===== config.mk =====
export PLATFORM = sky130hd
export DESIGN_NAME = de_arbiter_flat
export DESIGN_NICKNAME = d
export VERILOG_FILES = /design/src/rtl/de_arb_pkg.sv /design/src/rtl/de_arb_if.sv /design/src/rtl/de_arb_mux.sv /design/src/rtl/de_arbiter.sv /design/src/flat_wrapper.sv
export SDC_FILE = /design/constraint.sdc
export NUM_CORES = 1
export LEC_CHECK = 0
export CORE_AREA = 2 2 106 108
export CTS_BUF_LIST = sky130_fd_sc_hd__clkbuf_8
export DETAILED_ROUTE_END_ITERATION = 10
export DIE_AREA = 0 0 108 110
export SLEW_MARGIN = 20
export SYNTH_ARGS = -nofsm -noshare
export SYNTH_HDL_FRONTEND = slang
export SYNTH_SLANG_ARGS = --single-unit

===== constraint.sdc =====
create_clock -name clk -period 2.92 [get_ports clk]
set_input_delay 0.438 -clock clk [delete_from_list [all_inputs] [get_ports clk]]
set_output_delay 0.438 -clock clk [all_outputs]
set_load 0.005 [all_outputs]

===== src/rtl/de_arb_pkg.sv =====
// Shared types and constants for the frame-store drawing-engine port arbiter.
package de_arb_pkg;

  typedef enum logic [1:0] {
    ST_IDLE  = 2'd0,
    ST_GNT_A = 2'd1,
    ST_GNT_B = 2'd2
  } arb_state_e;

  localparam int CNT_W = 8;

  // Byte lanes are active-low, so an idle port presents all lanes disabled.
  localparam logic [3:0] NBYTE_IDLE = 4'b1111;

  function automatic logic [CNT_W-1:0] sat_inc(input logic [CNT_W-1:0] v);
    return (v == '1) ? v : v + 1'b1;
  endfunction

endpackage


===== src/rtl/de_arb_if.sv =====
// One drawing-engine request/acknowledge port; the same shape serves both clients and the frame store.
interface de_arb_if #(
  parameter int ADDR_W = 18
);
  logic              req;
  logic              ack;
  logic [ADDR_W-1:0] addr;
  logic [3:0]        nbyte;
  logic              rnw;
  logic [31:0]       w_data;
  logic [31:0]       r_data;

  modport master (output req, addr, nbyte, rnw, w_data, input ack, r_data);
  modport slave  (input req, addr, nbyte, rnw, w_data, output ack, r_data);
endinterface


===== src/rtl/de_arb_mux.sv =====
// Owner-select mux: forwards the granted client to the frame store and routes ack/read data back.
module de_arb_mux #(
  parameter int ADDR_W = 18
) (
  input  logic     grant_a,
  input  logic     grant_b,
  de_arb_if.slave  a,
  de_arb_if.slave  b,
  de_arb_if.master de
);
  import de_arb_pkg::*;

  logic [ADDR_W-1:0] addr_sel;

  always_comb begin
    de.req    = 1'b0;
    addr_sel  = {ADDR_W{1'b0}};
    de.nbyte  = NBYTE_IDLE;
    de.rnw    = 1'b0;
    de.w_data = 32'h0;
    if (grant_a) begin
      de.req    = a.req;
      addr_sel  = a.addr;
      de.nbyte  = a.nbyte;
      de.rnw    = a.rnw;
      de.w_data = a.w_data;
    end else if (grant_b) begin
      de.req    = b.req;
      addr_sel  = b.addr;
      de.nbyte  = b.nbyte;
      de.rnw    = b.rnw;
      de.w_data = b.w_data;
    end
  end

  assign de.addr  = addr_sel;

  assign a.ack    = de.ack & grant_a;
  assign b.ack    = de.ack & grant_b;
  assign a.r_data = grant_a ? de.r_data : 32'h0;
  assign b.r_data = grant_b ? de.r_data : 32'h0;

endmodule


===== src/rtl/de_arbiter.sv =====
// Round-robin, burst-limited arbiter for the frame-store drawing-engine port.
// Define DE_ARB_PRIORITY_A_EN to give client A fixed priority with no burst limit.
module de_arbiter #(
  parameter int BURST_MAX = 8,
  parameter int ADDR_W    = 18
) (
  input  logic     clk,
  input  logic     rst_n,
  de_arb_if.slave  a,
  de_arb_if.slave  b,
  de_arb_if.master de,
  output logic     grant_a,
  output logic     grant_b
);
  // state    | meaning
  // ST_IDLE  | no owner, downstream request held low
  // ST_GNT_A | client A owns the frame-store port
  // ST_GNT_B | client B owns the frame-store port
  import de_arb_pkg::*;

  localparam logic [CNT_W-1:0] BURST_LAST = CNT_W'(BURST_MAX - 1);

  arb_state_e       state, state_d, other;
  logic [CNT_W-1:0] cnt, cnt_d;
  logic             last_b, last_b_d;
  logic             own_req, oth_req, release_hit;

  always_ff @(posedge clk or negedge rst_n) begin
    if (!rst_n) begin
      state  <= ST_IDLE;
      cnt    <= '0;
      last_b <= 1'b1;
    end else begin
      state  <= state_d;
      cnt    <= cnt_d;
      last_b <= last_b_d;
    end
  end

`ifdef DE_ARB_PRIORITY_A_EN
  // B yields at its next transfer boundary whenever A is waiting.
  assign release_hit = (state == ST_GNT_B);
`else
  assign release_hit = (cnt == BURST_LAST);
`endif

  always_comb begin
    state_d  = state;
    cnt_d    = cnt;
    last_b_d = last_b;
    own_req  = 1'b0;
    oth_req  = 1'b0;
    other    = ST_IDLE;
    case (state)
      ST_IDLE: begin
        cnt_d = '0;
        if (a.req && b.req) begin
`ifdef DE_ARB_PRIORITY_A_EN
          state_d = ST_GNT_A;
`else
          state_d = last_b ? ST_GNT_A : ST_GNT_B;
`endif
        end else if (a.req) begin
          state_d = ST_GNT_A;
        end else if (b.req) begin
          state_d = ST_GNT_B;
        end
      end
      ST_GNT_A, ST_GNT_B: begin
        own_req = (state == ST_GNT_A) ? a.req : b.req;
        oth_req = (state == ST_GNT_A) ? b.req : a.req;
        other   = (state == ST_GNT_A) ? ST_GNT_B : ST_GNT_A;
        // Only a transfer boundary (ack) or a dropped request may move the grant.
        if (de.ack) begin
          if (oth_req && release_hit) begin
            state_d  = other;
            cnt_d    = '0;
            last_b_d = (state == ST_GNT_B);
          end else begin
            cnt_d = sat_inc(cnt);
          end
        end else if (!own_req) begin
          state_d  = oth_req ? other : ST_IDLE;
          cnt_d    = '0;
          last_b_d = (state == ST_GNT_B);
        end
      end
      default: begin
        state_d = ST_IDLE;
        cnt_d   = '0;
      end
    endcase
  end

  always_comb begin
    grant_a = (state == ST_GNT_A);
    grant_b = (state == ST_GNT_B);
  end

  de_arb_mux #(
    .ADDR_W(ADDR_W)
  ) u_mux (
    .grant_a(grant_a),
    .grant_b(grant_b),
    .a      (a),
    .b      (b),
    .de     (de)
  );

endmodule


===== src/flat_wrapper.sv =====
// flat-port wrapper written by rule: the top's interface ports become plain ports
module de_arbiter_flat import de_arb_pkg::*;
#(
  parameter int BURST_MAX = 8,
  parameter int ADDR_W    = 18
)
  (clk, rst_n, grant_a, grant_b, a_req, a_addr, a_nbyte, a_rnw, a_w_data, a_ack, a_r_data, b_req, b_addr, b_nbyte, b_rnw, b_w_data, b_ack, b_r_data, de_req, de_addr, de_nbyte, de_rnw, de_w_data, de_ack, de_r_data);
  de_arb_if #(.ADDR_W(ADDR_W)) a_i ();
  de_arb_if #(.ADDR_W(ADDR_W)) b_i ();
  de_arb_if #(.ADDR_W(ADDR_W)) de_i ();
  input  logic clk;
  input  logic rst_n;
  output logic grant_a;
  output logic grant_b;
  input wire logic [$bits(a_i.req)-1:0] a_req;
  input wire logic [$bits(a_i.addr)-1:0] a_addr;
  input wire logic [$bits(a_i.nbyte)-1:0] a_nbyte;
  input wire logic [$bits(a_i.rnw)-1:0] a_rnw;
  input wire logic [$bits(a_i.w_data)-1:0] a_w_data;
  output wire logic [$bits(a_i.ack)-1:0] a_ack;
  output wire logic [$bits(a_i.r_data)-1:0] a_r_data;
  input wire logic [$bits(b_i.req)-1:0] b_req;
  input wire logic [$bits(b_i.addr)-1:0] b_addr;
  input wire logic [$bits(b_i.nbyte)-1:0] b_nbyte;
  input wire logic [$bits(b_i.rnw)-1:0] b_rnw;
  input wire logic [$bits(b_i.w_data)-1:0] b_w_data;
  output wire logic [$bits(b_i.ack)-1:0] b_ack;
  output wire logic [$bits(b_i.r_data)-1:0] b_r_data;
  output wire logic [$bits(de_i.req)-1:0] de_req;
  output wire logic [$bits(de_i.addr)-1:0] de_addr;
  output wire logic [$bits(de_i.nbyte)-1:0] de_nbyte;
  output wire logic [$bits(de_i.rnw)-1:0] de_rnw;
  output wire logic [$bits(de_i.w_data)-1:0] de_w_data;
  input wire logic [$bits(de_i.ack)-1:0] de_ack;
  input wire logic [$bits(de_i.r_data)-1:0] de_r_data;
  assign a_i.req = a_req;
  assign a_i.addr = a_addr;
  assign a_i.nbyte = a_nbyte;
  assign a_i.rnw = a_rnw;
  assign a_i.w_data = a_w_data;
  assign a_ack = a_i.ack;
  assign a_r_data = a_i.r_data;
  assign b_i.req = b_req;
  assign b_i.addr = b_addr;
  assign b_i.nbyte = b_nbyte;
  assign b_i.rnw = b_rnw;
  assign b_i.w_data = b_w_data;
  assign b_ack = b_i.ack;
  assign b_r_data = b_i.r_data;
  assign de_req = de_i.req;
  assign de_addr = de_i.addr;
  assign de_nbyte = de_i.nbyte;
  assign de_rnw = de_i.rnw;
  assign de_w_data = de_i.w_data;
  assign de_i.ack = de_ack;
  assign de_i.r_data = de_r_data;
  de_arbiter #(.BURST_MAX(BURST_MAX), .ADDR_W(ADDR_W)) u_core (.clk(clk), .rst_n(rst_n), .a(a_i), .b(b_i), .de(de_i), .grant_a(grant_a), .grant_b(grant_b));
endmodule

Yosys cells after proc, flatten, opt, wreduce, memory -nomap -nowiden
Index checks and enable logic that the tools add are counted.
{"block": "op_classes", "add_sub_neg": 1, "eq_ne": 10, "mux": 32, "bitwise": 2, "n_reduce_logical": 7}
{"operator": "2-to-1 mux 32 bit", "count": 4}
{"operator": "2-to-1 mux 8 bit", "count": 5}
{"operator": "2-to-1 mux 18 bit", "count": 2}
{"operator": "2-to-1 mux 2 bit", "count": 9}
{"operator": "2-to-1 mux 1 bit", "count": 9}
{"operator": "adder 8 x 1 -> 8 bit, second input constant", "count": 1}
{"operator": "== test 8 x 3 -> 1 bit, second input constant", "count": 1}
{"operator": "== test 8 bit, second input constant", "count": 1}
{"operator": "2-to-1 mux 4 bit", "count": 2}
{"operator": "!= test 4 x 3 -> 1 bit, second input constant", "count": 2}
{"operator": "AND reduction 3 bit", "count": 2}
{"operator": "one-hot mux 2 bit (2 select lines)", "count": 1}
{"operator": "!= test 3 x 2 -> 1 bit, second input constant", "count": 1}
{"operator": "!= test 3 bit, second input constant", "count": 1}
{"operator": "AND 1 bit", "count": 2}
{"operator": "== test 2 x 1 -> 1 bit, second input constant", "count": 1}
{"operator": "== test 2 bit, second input constant", "count": 1}
{"operator": "logical AND 1 bit", "count": 2}
{"operator": "zero test 2 bit", "count": 1}
{"operator": "!= test 2 x 1 -> 1 bit, second input constant", "count": 1}
{"operator": "!= test 2 bit, second input constant", "count": 1}
{"operator": "AND reduction 2 bit", "count": 1}
{"operator": "OR reduction 2 bit", "count": 1}
{"block": "totals", "register_bits": 11, "input_bits": 147, "out_inout_bits": 124, "word_cells": 55}

Longest topological paths before layout
{"block": "logic_depth", "ltp_word": 6, "mapped_depth": 8, "mapped_depth_nobuf": 7}

Modules after synthesis
A second synthesis with hierarchy kept.
{"block": "unflattened", "hier_cells": 236, "hier_area_um2": 1935.6}
{"mod": "de_arb_mux", "n_inst": 1, "cells_each": 149, "area_per_inst_um2": 1113.6, "seq_area_each_um2": 0.0}
{"mod": "de_arbiter", "n_inst": 1, "cells_each": 87, "area_per_inst_um2": 822.0, "seq_area_each_um2": 276.5}

Worst setup path after synthesis
Ideal clock, no wire load.
{"block": "synth_path", "path_kind": "reg-to-output", "startpoint": "reg u_core.state[0]", "endpoint": "out de_addr[0]", "arrival_ps": 1534, "required_time_ps": 2482, "path_slack_ps": 948, "path_stages_with_launch": 7, "n_path_buf": 1, "cell_sequence": "dfrtp_1 -> inv_1 -> ha_1 -> inv_1 -> nor2_1 -> clkbuf_1 -> a22o_1"}
{"block": "synth_between", "elab_chain_cells": 3, "word_cells_on_any_way": 4, "cone_classes": "eq/ne: 2; mux: 2"}
{"element": "start, declared", "line_no": "de_arbiter.sv:23", "source": "arb_state_e state, state_d, other;"}
{"element": "start signal, assigned", "line_no": "de_arbiter.sv:34", "source": "state <= state_d;"}
{"element": "== test 2 bit", "line_no": "de_arbiter.sv:97", "source": "grant_b = (state == ST_GNT_B);"}
{"element": "net grant_b", "line_no": "flat_wrapper.sv:14", "source": "output logic grant_b;"}
{"element": "2-to-1 mux 18 bit", "line_no": "de_arb_mux.sv:27", "source": "end else if (grant_b) begin"}
{"element": "2-to-1 mux 18 bit", "line_no": "de_arb_mux.sv:21", "source": "if (grant_a) begin"}
{"element": "end, declared", "line_no": "flat_wrapper.sv:30", "source": "output wire logic [$bits(de_i.addr)-1:0] de_addr;"}
The timed path passes the listed nets, and every way through them passes these cells.

Final worst setup path
{"block": "layout_path", "startpoint": "reg u_core.state[1]", "endpoint": "out de_nbyte[3]"}
{"block": "layout_between", "elab_chain_cells": 3, "word_cells_on_any_way": 4, "cone_classes": "eq/ne: 2; mux: 2"}
{"element": "== test 2 bit", "line_no": "de_arbiter.sv:97"}
{"element": "2-to-1 mux 4 bit", "line_no": "de_arb_mux.sv:27"}
{"element": "2-to-1 mux 4 bit (*)", "line_no": "de_arb_mux.sv:21"}
{"element": "end, declared", "line_no": "flat_wrapper.sv:31", "source": "output wire logic [$bits(de_i.nbyte)-1:0] de_nbyte;"}
Mark *: on every way between the ends. The rest lies on a longest branch, timed or not.

==> impl_metrics.env <==
export IMPL_core_mm2=0.0107
export IMPL_grt_overflow=0
export IMPL_critPathCaptureType="primary output"
export IMPL_async_reset_ff_share_pct=100
export IMPL_ys_warnings_count=0
export IMPL_root_buffer="clkbuf_8"
export IMPL_grt_pass1_vias=2700
export IMPL_synth_area_per_cell_um2=7.54
export IMPL_post_cts_buffers=0
export IMPL_syn_inst=239
export IMPL_antenna_found_initial=0
export IMPL_grt_pass1_wl_um=15300
export IMPL_period_share_pct=93.5
export IMPL_synth_top_area_share_pct=26.3
export IMPL_rows=38
export IMPL_worstPathMaxFanout=17
export IMPL_fin_setup_tns_ps=0
export IMPL_power_leakage_nw=1.82
export IMPL_worstSetupPathType="register to primary output"
export IMPL_synth_edf_count=0
export IMPL_drive_gt1_share_pct=3.41
export IMPL_wl_um=10900
export IMPL_worst_pin_slew_ps=532
export IMPL_skew_ps=3.15
export IMPL_syn_area_mm2=0.00180
export IMPL_placed_cells=634
export IMPL_status="finished clean"
export IMPL_slowest_stage="clkdlybuf4s50_1"
export IMPL_cp_cell_sequence="inv_1 > ha_2 > inv_1 > nand2_1 > o22a_1 > clkdlybuf4s50_1"
export IMPL_initial_core_util_pct=16.8
export IMPL_clock_fmax_mhz=366
export IMPL_fp_dieArea_mm2=0.0119
export IMPL_period_minus_slack_ps=2730
export IMPL_hp_class="input pin to async pin"
export IMPL_grt_max_degree=52
export IMPL_synth_cell_types=37
export IMPL_die_y_um=110
export IMPL_clk_pin_slew_ps=50
export IMPL_post_cts_resized=0
export IMPL_clockBufferDepth=2
export IMPL_track_usage_pct=16.6
export IMPL_drv_slew=0
export IMPL_ant_nets=0
export IMPL_cts_tree="built"
export IMPL_vdd_drop_max_mv=0.293
export IMPL_cts_buffers=3
export IMPL_vias=2766
export IMPL_firstDrtPassIters=6
export IMPL_final_hold_violation_count=0
export IMPL_r2r_slack_ps=710
export IMPL_die_w_um=108
export IMPL_nNetsFinal=653
export IMPL_cp_slowest_stage_delay_ps=510
export IMPL_drtIter0Drc=77
export IMPL_place_hpwl_um=9100
export IMPL_rsz0062_at_grt="no"
export IMPL_synth_common_cells="66 x and2_1, 54 x a22o_1, 18 x clkbuf_1, 12 x nor2_1"
export IMPL_clkSinkCount=11
export IMPL_ys_seq_area_share_pct=15.3
export IMPL_vias_per_cell=4.34
export IMPL_dominantRegCellSynth="dfrtp_1"
export IMPL_total_power_mw=2.95
export IMPL_wl_per_cell_um=17.1
export IMPL_setup_viol=0
export IMPL_cts_htree_levels=1
export IMPL_yosysTopAreaCell="a22o_1"
export IMPL_arrival_ps=2290
export IMPL_stdcell_count=638
export IMPL_required_ps=2480
export IMPL_ios=271
export IMPL_drt_drc_violations_left=0
export IMPL_ys_ff_latch=11
export IMPL_relSlewSlack_pct=64.4
export IMPL_antenna_cells=0
export IMPL_globalplace_congestion=0.847
export IMPL_startpoint_type="register"
export IMPL_syn_num_nets=393
export IMPL_synth_area_leaders="a22o_1 26%, and2_1 23%, dfrtp_1 14%"
export IMPL_io_buffers=270
export IMPL_insertion_delay_ps=240
export IMPL_area_growth_pct=162
export IMPL_synthMostInstantiatedCell="and2_1"
export IMPL_post_route_util_pct=44.1
export IMPL_power_density_mw_per_mm2=627
export IMPL_worst_path_most_repeated_cell="inv_1"
export IMPL_maxCapViolations=0
export IMPL_cts_hold_fix_buffers=0
## worst max-delay path, delay by kind of cell (launching register included)
family / cells / cell delay (ps)
buf+inv: 3 / 850
fa+ha+maj: 1 / 470
flops: 1 / 400
simple gates: 1 / 170
compound gates: 1 / 160
## cell usage in the layout (no fill, tap or decap), types with 2 or more instances in the layout
cell type          n
a21oi_1            8
a22o_1            54
and2_1            66
buf_12             2
buf_4              3
clkbuf_8           3
clkdlybuf4s50_1  270
dfrtp_1           10
ha_1               6
inv_1              9
nand2_1            9
nand2b_1           4
nand3_1            2
nand3b_1           3
nor2_1            11
o21ai_0           10
o22a_1             4
o31ai_1            2
## stage by stage
step,cell area [um^2],hold slack (ps),worst slack (ps)
2_1_floorplan,1800,142,948
6_report,4710,549,191
5_1_grt,4710,581,49.3
4_1_cts,4710,561,198
3_3_place_gp,4670,534,540
3_5_place_dp,4670,554,469
## layer usage
layer	track usage, %	wire, um	up-vias
met3	5.17	757	8
met1	18.8	4190	1278
li1	-	-	1386
met4	3.48	142	0
met5	0	0	-
met2	30.8	5800	94
## path summary, 6_finish.rpt
check                                            start  depth (start not counted)                   endpoint
max in group asynchronous                        rst_n                          1  u_core.last_b$_DFFE_PN1P_
min in group clk             u_core.cnt[0]$_DFFE_PN0P_                          1  u_core.cnt[0]$_DFFE_PN0P_
min reg2reg                  u_core.cnt[0]$_DFFE_PN0P_                          1  u_core.cnt[0]$_DFFE_PN0P_
max reg2reg                u_core.state[1]$_DFFE_PN0P_                          7  u_core.cnt[6]$_DFFE_PN0P_
max                        u_core.state[1]$_DFFE_PN0P_                          6                de_nbyte[3]
min                                              rst_n                          1  u_core.cnt[5]$_DFFE_PN0P_
## state kept, by name, summed over array words and instances, names as in the netlist
register,flops
u_core.cnt,8
u_core.state,2
u_core.last_b,1
## report_power, final
| group | internal (mW) | switching, mW |
|---|---|---|
| Sequential | 0.184 | 0.0266 |
| Combinational | 1.57 | 1.02 |
| Clock | 0.0924 | 0.0585 |
## area by class of cell
class                   instances  area [um^2]
fillers                      1085         5980
well taps                     140          175
multi-input cells             200         1420
clock inverters                 1         3.75
clock buffers                   3         41.3
inverters                       8         30.0
flip-flops and latches         11          277
repair buffers                275         2770
## cell families (layout without fill, tap and decap cells)
logic type | count (synthesis) | after routing | share of synthesized area [%]
AOI/OAI and AO/OA | 88 | 88 | 38.7
adders and majority gates | 7 | 7 | 4.86
buffers and inverters | 28 | 287 | 6.32
DFF | 11 | 11 | 15.3
muxes | 2 | 2 | 1.18
and+or+nand+nor | 103 | 103 | 33.6
No activity file was read; power rests on OpenSTA's default activity.
